### config.mk
export PLATFORM = sky130hd
export DESIGN_NAME = maze_pixel_renderer
export DESIGN_NICKNAME = d
export VERILOG_FILES = /design/src/rtl/maze_pixel_renderer.sv
export SDC_FILE = /design/constraint.sdc
export NUM_CORES = 1
export LEC_CHECK = 0
export BUFFER_PORTS_ARGS = -buffer_cell sky130_fd_sc_hd__buf_2
export CAP_MARGIN = 5
export CORE_MARGIN = 4
export CORE_UTILIZATION = 52
export DETAILED_ROUTE_END_ITERATION = 8
export GPL_TIMING_DRIVEN = 1
export PLACE_DENSITY_LB_ADDON = 0.08
export SKIP_CTS_REPAIR_TIMING = 1
export SLEW_MARGIN = 5
export SYNTH_ARGS = -nofsm -noshare
export SYNTH_HDL_FRONTEND = slang
export SYNTH_SLANG_ARGS = --single-unit
### constraint.sdc
create_clock -name clk -period 2.1 [get_ports clk]
set_clock_uncertainty 0.05 [all_clocks]
set_input_delay 0.315 -clock clk [delete_from_list [all_inputs] [get_ports clk]]
set_output_delay 0.315 -clock clk [all_outputs]
set_load 0.02 [all_outputs]
### src/rtl/maze_pixel_renderer.sv
// ---------------------------------------------------------------------------
// maze_pixel_renderer
//
// Purpose:
//   Sits downstream of hvsync_generator and turns each scan position into an
//   8-bit RGB pixel for a tile-based maze game. Each 16x16 tile looks up one
//   wall bit in an external synchronous maze RAM. The player tile and a
//   blinking goal tile are drawn on top of the maze. The sync signals are
//   delayed so they stay aligned with the pipelined colour.
//
// Pipeline (3 register stages):
//   S1  tile column/row, RAM address, display/sync/hit tags
//   S2  RAM read in flight, tags advance
//   S3  colour register built from the tags and the RAM wall bit
//
// Ports:
//   clk            pixel clock (same clock as hvsync_generator)
//   reset          asynchronous, active-high
//   CounterX/Y     scan position (10 bits each)
//   inDisplayArea  1 = visible pixel
//   h_sync_in      active-low horizontal sync from hvsync_generator
//   v_sync_in      active-low vertical sync from hvsync_generator
//   player_col/row player tile (sampled once per frame)
//   goal_col/row   goal tile (sampled once per frame)
//   map_addr       maze RAM address, row*MAP_W + col
//   map_data       wall bit, valid the cycle after map_addr (1 = wall)
//   vga_r/g/b      colour, 3/3/2 bits
//   vga_h_sync     h_sync_in delayed 3 clocks
//   vga_v_sync     v_sync_in delayed 3 clocks
//   frame_tick     one-cycle pulse at the start of vertical blank
// ---------------------------------------------------------------------------
module maze_pixel_renderer #(
    parameter int TILE_SHIFT = 4,
    parameter int MAP_W      = 40,
    parameter int MAP_H      = 30,
    parameter int V_ACTIVE   = 480,
    parameter int BLINK_BITS = 5
) (
    input  logic        clk,
    input  logic        reset,
    input  logic [9:0]  CounterX,
    input  logic [9:0]  CounterY,
    input  logic        inDisplayArea,
    input  logic        h_sync_in,
    input  logic        v_sync_in,
    input  logic [5:0]  player_col,
    input  logic [4:0]  player_row,
    input  logic [5:0]  goal_col,
    input  logic [4:0]  goal_row,
    output logic [10:0] map_addr,
    input  logic        map_data,
    output logic [2:0]  vga_r,
    output logic [2:0]  vga_g,
    output logic [1:0]  vga_b,
    output logic        vga_h_sync,
    output logic        vga_v_sync,
    output logic        frame_tick
);

    localparam logic [9:0]  LP_MAP_W10 = 10'(MAP_W);
    localparam logic [9:0]  LP_MAP_H10 = 10'(MAP_H);
    localparam logic [10:0] LP_MAP_W11 = 11'(MAP_W);
    localparam logic [9:0]  LP_V_ACT   = 10'(V_ACTIVE);

    // Shadow copies of the sprite positions and the frame counter
    logic [5:0]            r_playerCol;
    logic [4:0]            r_playerRow;
    logic [5:0]            r_goalCol;
    logic [4:0]            r_goalRow;
    logic [BLINK_BITS-1:0] r_frameCnt;

    // Pipeline tags, stage 1 and stage 2
    logic r_disp1, r_hs1, r_vs1, r_player1, r_goal1, r_inRange1;
    logic r_disp2, r_hs2, r_vs2, r_player2, r_goal2, r_inRange2;

    // Combinational tile decode of the current scan position
    logic [9:0]  w_col;
    logic [9:0]  w_row;
    logic        w_inRange;
    logic [10:0] w_addr;
    logic        w_playerHit;
    logic        w_goalHit;
    logic        w_frameEvent;
    logic        w_blink;

    // Tile coordinates, RAM address and hit tests. Positions off the map
    // read address 0 and are forced to floor later through the range tag,
    // so a large row can never alias onto a real tile. Hit tests use only
    // the per-frame shadows so a sprite never tears mid-frame.
    always_comb begin
        w_col        = CounterX >> TILE_SHIFT;
        w_row        = CounterY >> TILE_SHIFT;
        w_inRange    = (w_col < LP_MAP_W10) && (w_row < LP_MAP_H10);
        w_addr       = w_inRange ? (11'(w_row) * LP_MAP_W11 + 11'(w_col)) : 11'd0;
        w_playerHit  = (w_col == {4'b0, r_playerCol}) && (w_row == {5'b0, r_playerRow});
        w_goalHit    = (w_col == {4'b0, r_goalCol}) && (w_row == {5'b0, r_goalRow});
        w_frameEvent = (CounterY == LP_V_ACT) && (CounterX == 10'd0);
        w_blink      = r_frameCnt[BLINK_BITS-1];
    end

    // Frame bookkeeping: at the first blank-line pixel, pulse frame_tick,
    // latch new sprite positions and advance the blink counter, which wraps
    // naturally at its width.
    always_ff @(posedge clk or posedge reset) begin
        if (reset) begin
            frame_tick  <= 1'b0;
            r_playerCol <= '0;
            r_playerRow <= '0;
            r_goalCol   <= '0;
            r_goalRow   <= '0;
            r_frameCnt  <= '0;
        end else begin
            frame_tick <= w_frameEvent;
            if (w_frameEvent) begin
                r_playerCol <= player_col;
                r_playerRow <= player_row;
                r_goalCol   <= goal_col;
                r_goalRow   <= goal_row;
                r_frameCnt  <= r_frameCnt + BLINK_BITS'(1);
            end
        end
    end

    // Stage 1: register the RAM address and the tags. The goal tag already
    // folds in the blink state seen at the moment the pixel was sampled.
    // Sync tags reset to 1 because the syncs are active-low.
    always_ff @(posedge clk or posedge reset) begin
        if (reset) begin
            map_addr   <= '0;
            r_disp1    <= 1'b0;
            r_hs1      <= 1'b1;
            r_vs1      <= 1'b1;
            r_player1  <= 1'b0;
            r_goal1    <= 1'b0;
            r_inRange1 <= 1'b0;
        end else begin
            map_addr   <= w_addr;
            r_disp1    <= inDisplayArea;
            r_hs1      <= h_sync_in;
            r_vs1      <= v_sync_in;
            r_player1  <= w_playerHit;
            r_goal1    <= w_goalHit && w_blink;
            r_inRange1 <= w_inRange;
        end
    end

    // Stage 2: the RAM is reading map_addr this cycle; tags wait alongside.
    always_ff @(posedge clk or posedge reset) begin
        if (reset) begin
            r_disp2    <= 1'b0;
            r_hs2      <= 1'b1;
            r_vs2      <= 1'b1;
            r_player2  <= 1'b0;
            r_goal2    <= 1'b0;
            r_inRange2 <= 1'b0;
        end else begin
            r_disp2    <= r_disp1;
            r_hs2      <= r_hs1;
            r_vs2      <= r_vs1;
            r_player2  <= r_player1;
            r_goal2    <= r_goal1;
            r_inRange2 <= r_inRange1;
        end
    end

    // Stage 3: colour by priority (blank, player, goal, wall, floor) and the
    // final sync delay stage. Off-map tiles ignore the RAM bit.
    always_ff @(posedge clk or posedge reset) begin
        if (reset) begin
            vga_r      <= '0;
            vga_g      <= '0;
            vga_b      <= '0;
            vga_h_sync <= 1'b1;
            vga_v_sync <= 1'b1;
        end else begin
            vga_h_sync <= r_hs2;
            vga_v_sync <= r_vs2;
            if (!r_disp2) begin
                vga_r <= 3'b000;
                vga_g <= 3'b000;
                vga_b <= 2'b00;
            end else if (r_player2) begin
                vga_r <= 3'b111;
                vga_g <= 3'b000;
                vga_b <= 2'b00;
            end else if (r_goal2) begin
                vga_r <= 3'b000;
                vga_g <= 3'b111;
                vga_b <= 2'b00;
            end else if (r_inRange2 && map_data) begin
                vga_r <= 3'b111;
                vga_g <= 3'b111;
                vga_b <= 2'b11;
            end else begin
                vga_r <= 3'b000;
                vga_g <= 3'b000;
                vga_b <= 2'b00;
            end
        end
    end

endmodule

## Word-level counts from Yosys, hierarchy flattened

Cells that the tools add are included.

- Register bits: 61
- Word-level logic and storage cells: 53

- Add/sub/neg operators: 2
- Multipliers: 1
- $lt $le $gt $ge: 2
- Equality and inequality tests: 5
- Multiplexer cells: 12
- Reductions and logical operators: 7

Operator list:

| kind | number |
|---|---|
| $mux W3 | 7 |
| $eq A6 B5 Y1 | 2 |
| $eq A6 B6 Y1 | 2 |
| $add A11 B6 Y11 | 1 |
| $mux W11 | 1 |
| $eq A10 B9 Y1 const B | 1 |
| $logic_not A10 Y1 | 1 |
| $mul A6 B3 Y8 const B | 1 |
| $mux W2 | 4 |
| $logic_and A1 B1 Y1 | 6 |
| $lt A6 B5 Y1 const B | 1 |
| $lt A6 B6 Y1 const B | 1 |
| $add A5 B1 Y5 const B | 1 |

## Depth between registers and ports, before layout

- Depth after elaboration: 5
- Depth in mapped cells: 8

## Worst setup path after synthesis

No wires, ideal clock.

- Path type: input to register
- Start point: in CounterY[5]
- End point: reg map_addr[9]
- Setup time: 0.119 ns
- Arrival time: 2.010 ns
- Data required time: 1.931 ns
- Setup slack: -0.079 ns
- Stages on the path: 8
- Cell sequence: ha_1 -> ha_1 -> inv_1 -> fa_1 -> nand2b_1 -> a211oi_1 -> xnor3_1 -> and2_1

- Word-level cells in the longest chain between the ends: 3
- Elaborated cells between the ends (all ways): 5
- Classes of those cells: 1 x add/sub; 1 x mul; 1 x order compare; 1 x mux; 1 x reduce/logical

Ends and longest elaborated chain:

| item | line | text |
|---|---|---|
| start: declaration | 42 | `input logic [9:0] CounterY,` |
| $mul A6 B3 Y8 / $lt A6 B5 Y1 (equally long branches) | 94, 93 |  |
| $add A11 B6 Y11 / $logic_and A1 B1 Y1 (equally long branches) | 94, 93 |  |
| $mux W11 * | 94 | `w_addr = w_inRange ? (11'(w_row) * LP_MAP_W11 + 11'(w_col)) : 11'd0;` |
| named net w_addr[9] | 80 | `logic [10:0] w_addr;` |
| end signal: assignment | 137 | `map_addr <= w_addr;` |
| end: declaration | 50 | `output logic [10:0] map_addr,` |

Mark *: on every way through the listed nets, which the timed path passes. The rest lies on a longest branch.
A chain may end at the register's enable or synchronous reset.

## Worst setup path after layout

Ends and elaborated chain as after synthesis.

==> summary.txt <==
Clock Latency Late Sink: 0.31 ns
top cell type's share of synthesized area: 45.2%
Core ar.: 5140 µm²
Min Hold Slack: 0.0397 ns
fillers: 424
post-synthesis sequential area ratio: 50.9%
most frequent cell after synthesis: dfrtp_1
ys flop type: dfrtp_1
Finished Core Util: 66.3%
drt wl/cell: 14.4 µm
placed cell count: 360
initial DRC count: 59
Worst setup EP type: register
dpl ws: -0.195 ns
slew margin rel.: 78.6%
Die X: 81.0 µm
drt total wl: 5320 µm
clock sinks: 56
Net Sw Frac: 27.4%
CTS Buf Count: 5
GRT Total Usage: 17.6%
DIE HEIGHT: 81.0 µm
share of post-route cells with drive strength above 1: 45.5%
synth warn: 0
hpwl dp: 4180 µm
Vias: 1809
cell row count: 26
CTS root buffer: clkbuf_8
Final min period: 1.95 ns
Synth Register Bits: 56
average via count per standard cell: 4.90
vias in the first global route: 1773
EDFF count, synth: 0
area of the die: 6550 µm²
Critical Path RT: 2.26 ns
Initial Utilization: 53.8%
Seq pwr share: 53.1%
switching power: 0.000578 W
Multi-input gate area: 1260 µm²
Syn Nets: 273
number of antenna diodes: 0
largest net degree at the start of global routing: 57
Final Max Tran Viols: 0
R2R cell count: 4
Post-Layout Cell Count: 369
fmax: 513 MHz
area delta synth->final: 23.2%
final cycle utilization of the critical path: 92.9%
Netlist Area Pre-Place: 2770 µm²
Clk pwr share: 29.3%
DRC violations left: 0
final setup vio count: 0
Post-synth top cells: dfrtp_1 (50), xnor2_1 (22), mux2_4 (19), inv_1 (13), ha_1 (12)
worst setup margin: 0.150 ns
Post-synth ARST share: 100%
Hold Path Depth: 1
internal power: 0.00153 W
grt ovf: 0
P per Cell Area: 619 nW/µm²
first-pass GRT wire length: 8580 µm
Hold Path Class: in2reg
CTS max path bufs: 2
top cells by area, synth: dfrtp_1 (45%), mux2_4 (10%), xnor2_1 (7.0%), dfstp_2 (5.7%), ha_1 (5.4%)
CTS tree: done
Fin. Hold Viols: 0
global placer's final weighted congestion: 0.829
Cell variety after synth: 37
P_leak: 1.74 nW
Arr. time, crit path: 2.12 ns
synthesized instance count: 211
detailed-router iteration count before antenna repair: 4
H-tree levels: 2
initial antenna violation count: 0
Max Cap Viol: 0
CP max FO: 3
combinational share of power: 17.6%
Worst VDD drop: 0.378 mV
Setup CP Type: in2reg
status: finished, final reports clean
startpoint types: input pin
Reg area: 1410 µm²
clk slew on worst S/H paths: 0.10 ns
Final ANT Viol Nets: 0
I/O pin total: 70
area leader, netlist: dfrtp_1
Worst Tran Pin Value: 0.318 ns
synthesized area per cell: 13.1 µm²
RSZ-0062 raised after global routing: no
I/O Buffers: 69
Final Net Count: 360
-- worst paths after layout --
kind | endpoint | startpoint | slack [ns]
setup / recovery | map_addr[9] | CounterY[5] | 0.15
hold / removal | r_vs1 | v_sync_in | 0.04
setup reg to reg | r_frameCnt[4] | r_frameCnt[0] | 0.88
hold reg to reg | vga_v_sync | r_vs2 | 0.31
max in group asynchronous | r_hs1 | reset | 1.19
min in group asynchronous | vga_r[1] | reset | 0.53
-- power groups by stage --
stage | sequential [W] | clock (W) | combinational (W)
2_1_floorplan | 0.00117 | 0 | 0.000179
3_3_place_gp | 0.00114 | 0 | 0.000370
3_5_place_dp | 0.00114 | 0 | 0.000374
4_1_cts | 0.00112 | 0.000638 | 0.000376
5_1_grt | 0.00112 | 0.000689 | 0.000414
6_report | 0.00112 | 0.000618 | 0.000372
-- per-stage QoR --
| stage | instance area (µm²) | setup TNS, ns | total power [W] |
|---|---|---|---|
| 6_report | 3410 | 0 | 0.00211 |
| 5_1_grt | 3410 | 0 | 0.00223 |
| 4_1_cts | 3400 | 0 | 0.00213 |
| 2_1_floorplan | 2800 | 0 | 0.00135 |
| 3_5_place_dp | 3300 | -0.313 | 0.00152 |
| 3_3_place_gp | 3300 | -0.206 | 0.00151 |
-- cell families after synthesis --
family | share of synthesized area [%]
AO/OA/AOI/OAI | 2.53
XOR/XNOR | 9.99
adder cells (fa/ha/maj) | 6.87
buffers and inverters | 4.57
flip-flops | 50.9
multiplexers | 12.3
AND/OR/NAND/NOR | 12.8
-- critical path, stage by stage --
cell and delay, ns:
buf_2 0.12, ha_4 0.25, ha_2 0.17, inv_2 0.04, fa_1 0.47, nand2b_4 0.17, a211oi_2 0.20, xnor3_1 0.22
and2_1 0.14
-- sequential cells by signal (all words and copies together), names as in the netlist, 5 cells and up --
register	flops
r_playerRow	5
r_goalCol	6
r_frameCnt	5
r_goalRow	5
r_playerCol	6
map_addr	11
-- cell usage in the layout (no fill, tap or decap), drive strengths merged, types with 2 or more instances in the layout --
cell type,synthesis,final
nor2b,2,2
xnor2,22,22
and2,5,5
buf,7,86
nand3,3,3
nor2,10,10
o21ai,4,4
a21oi,4,4
clkbuf,0,5
nand4,10,10
dfstp,6,6
xor2,7,7
fa,2,2
nand2,4,4
nand2b,4,4
a21o,2,2
nor4,4,4
nor3,9,9
mux2,23,23
inv,13,14
ha,12,12
dfrtp,50,50
-- metal layers --
metal	vias up	track usage [%]	part of all wire (%)
met4	0	5.07	1.4
met2	50	29.6	49
met1	863	23.0	44
li1	887	-	-
met5	-	0	0
met3	9	3.77	5.0
-- cell type report --
class,count,area share (%)
clock inverter,3,0.807
timing repair buffer,87,14.9
clock buffer,5,2.02
tap,70,2.57
inverter,13,1.43
sequential,56,41.3
multi-input combinational,135,37.0
(Power assumes the default switching activity.)
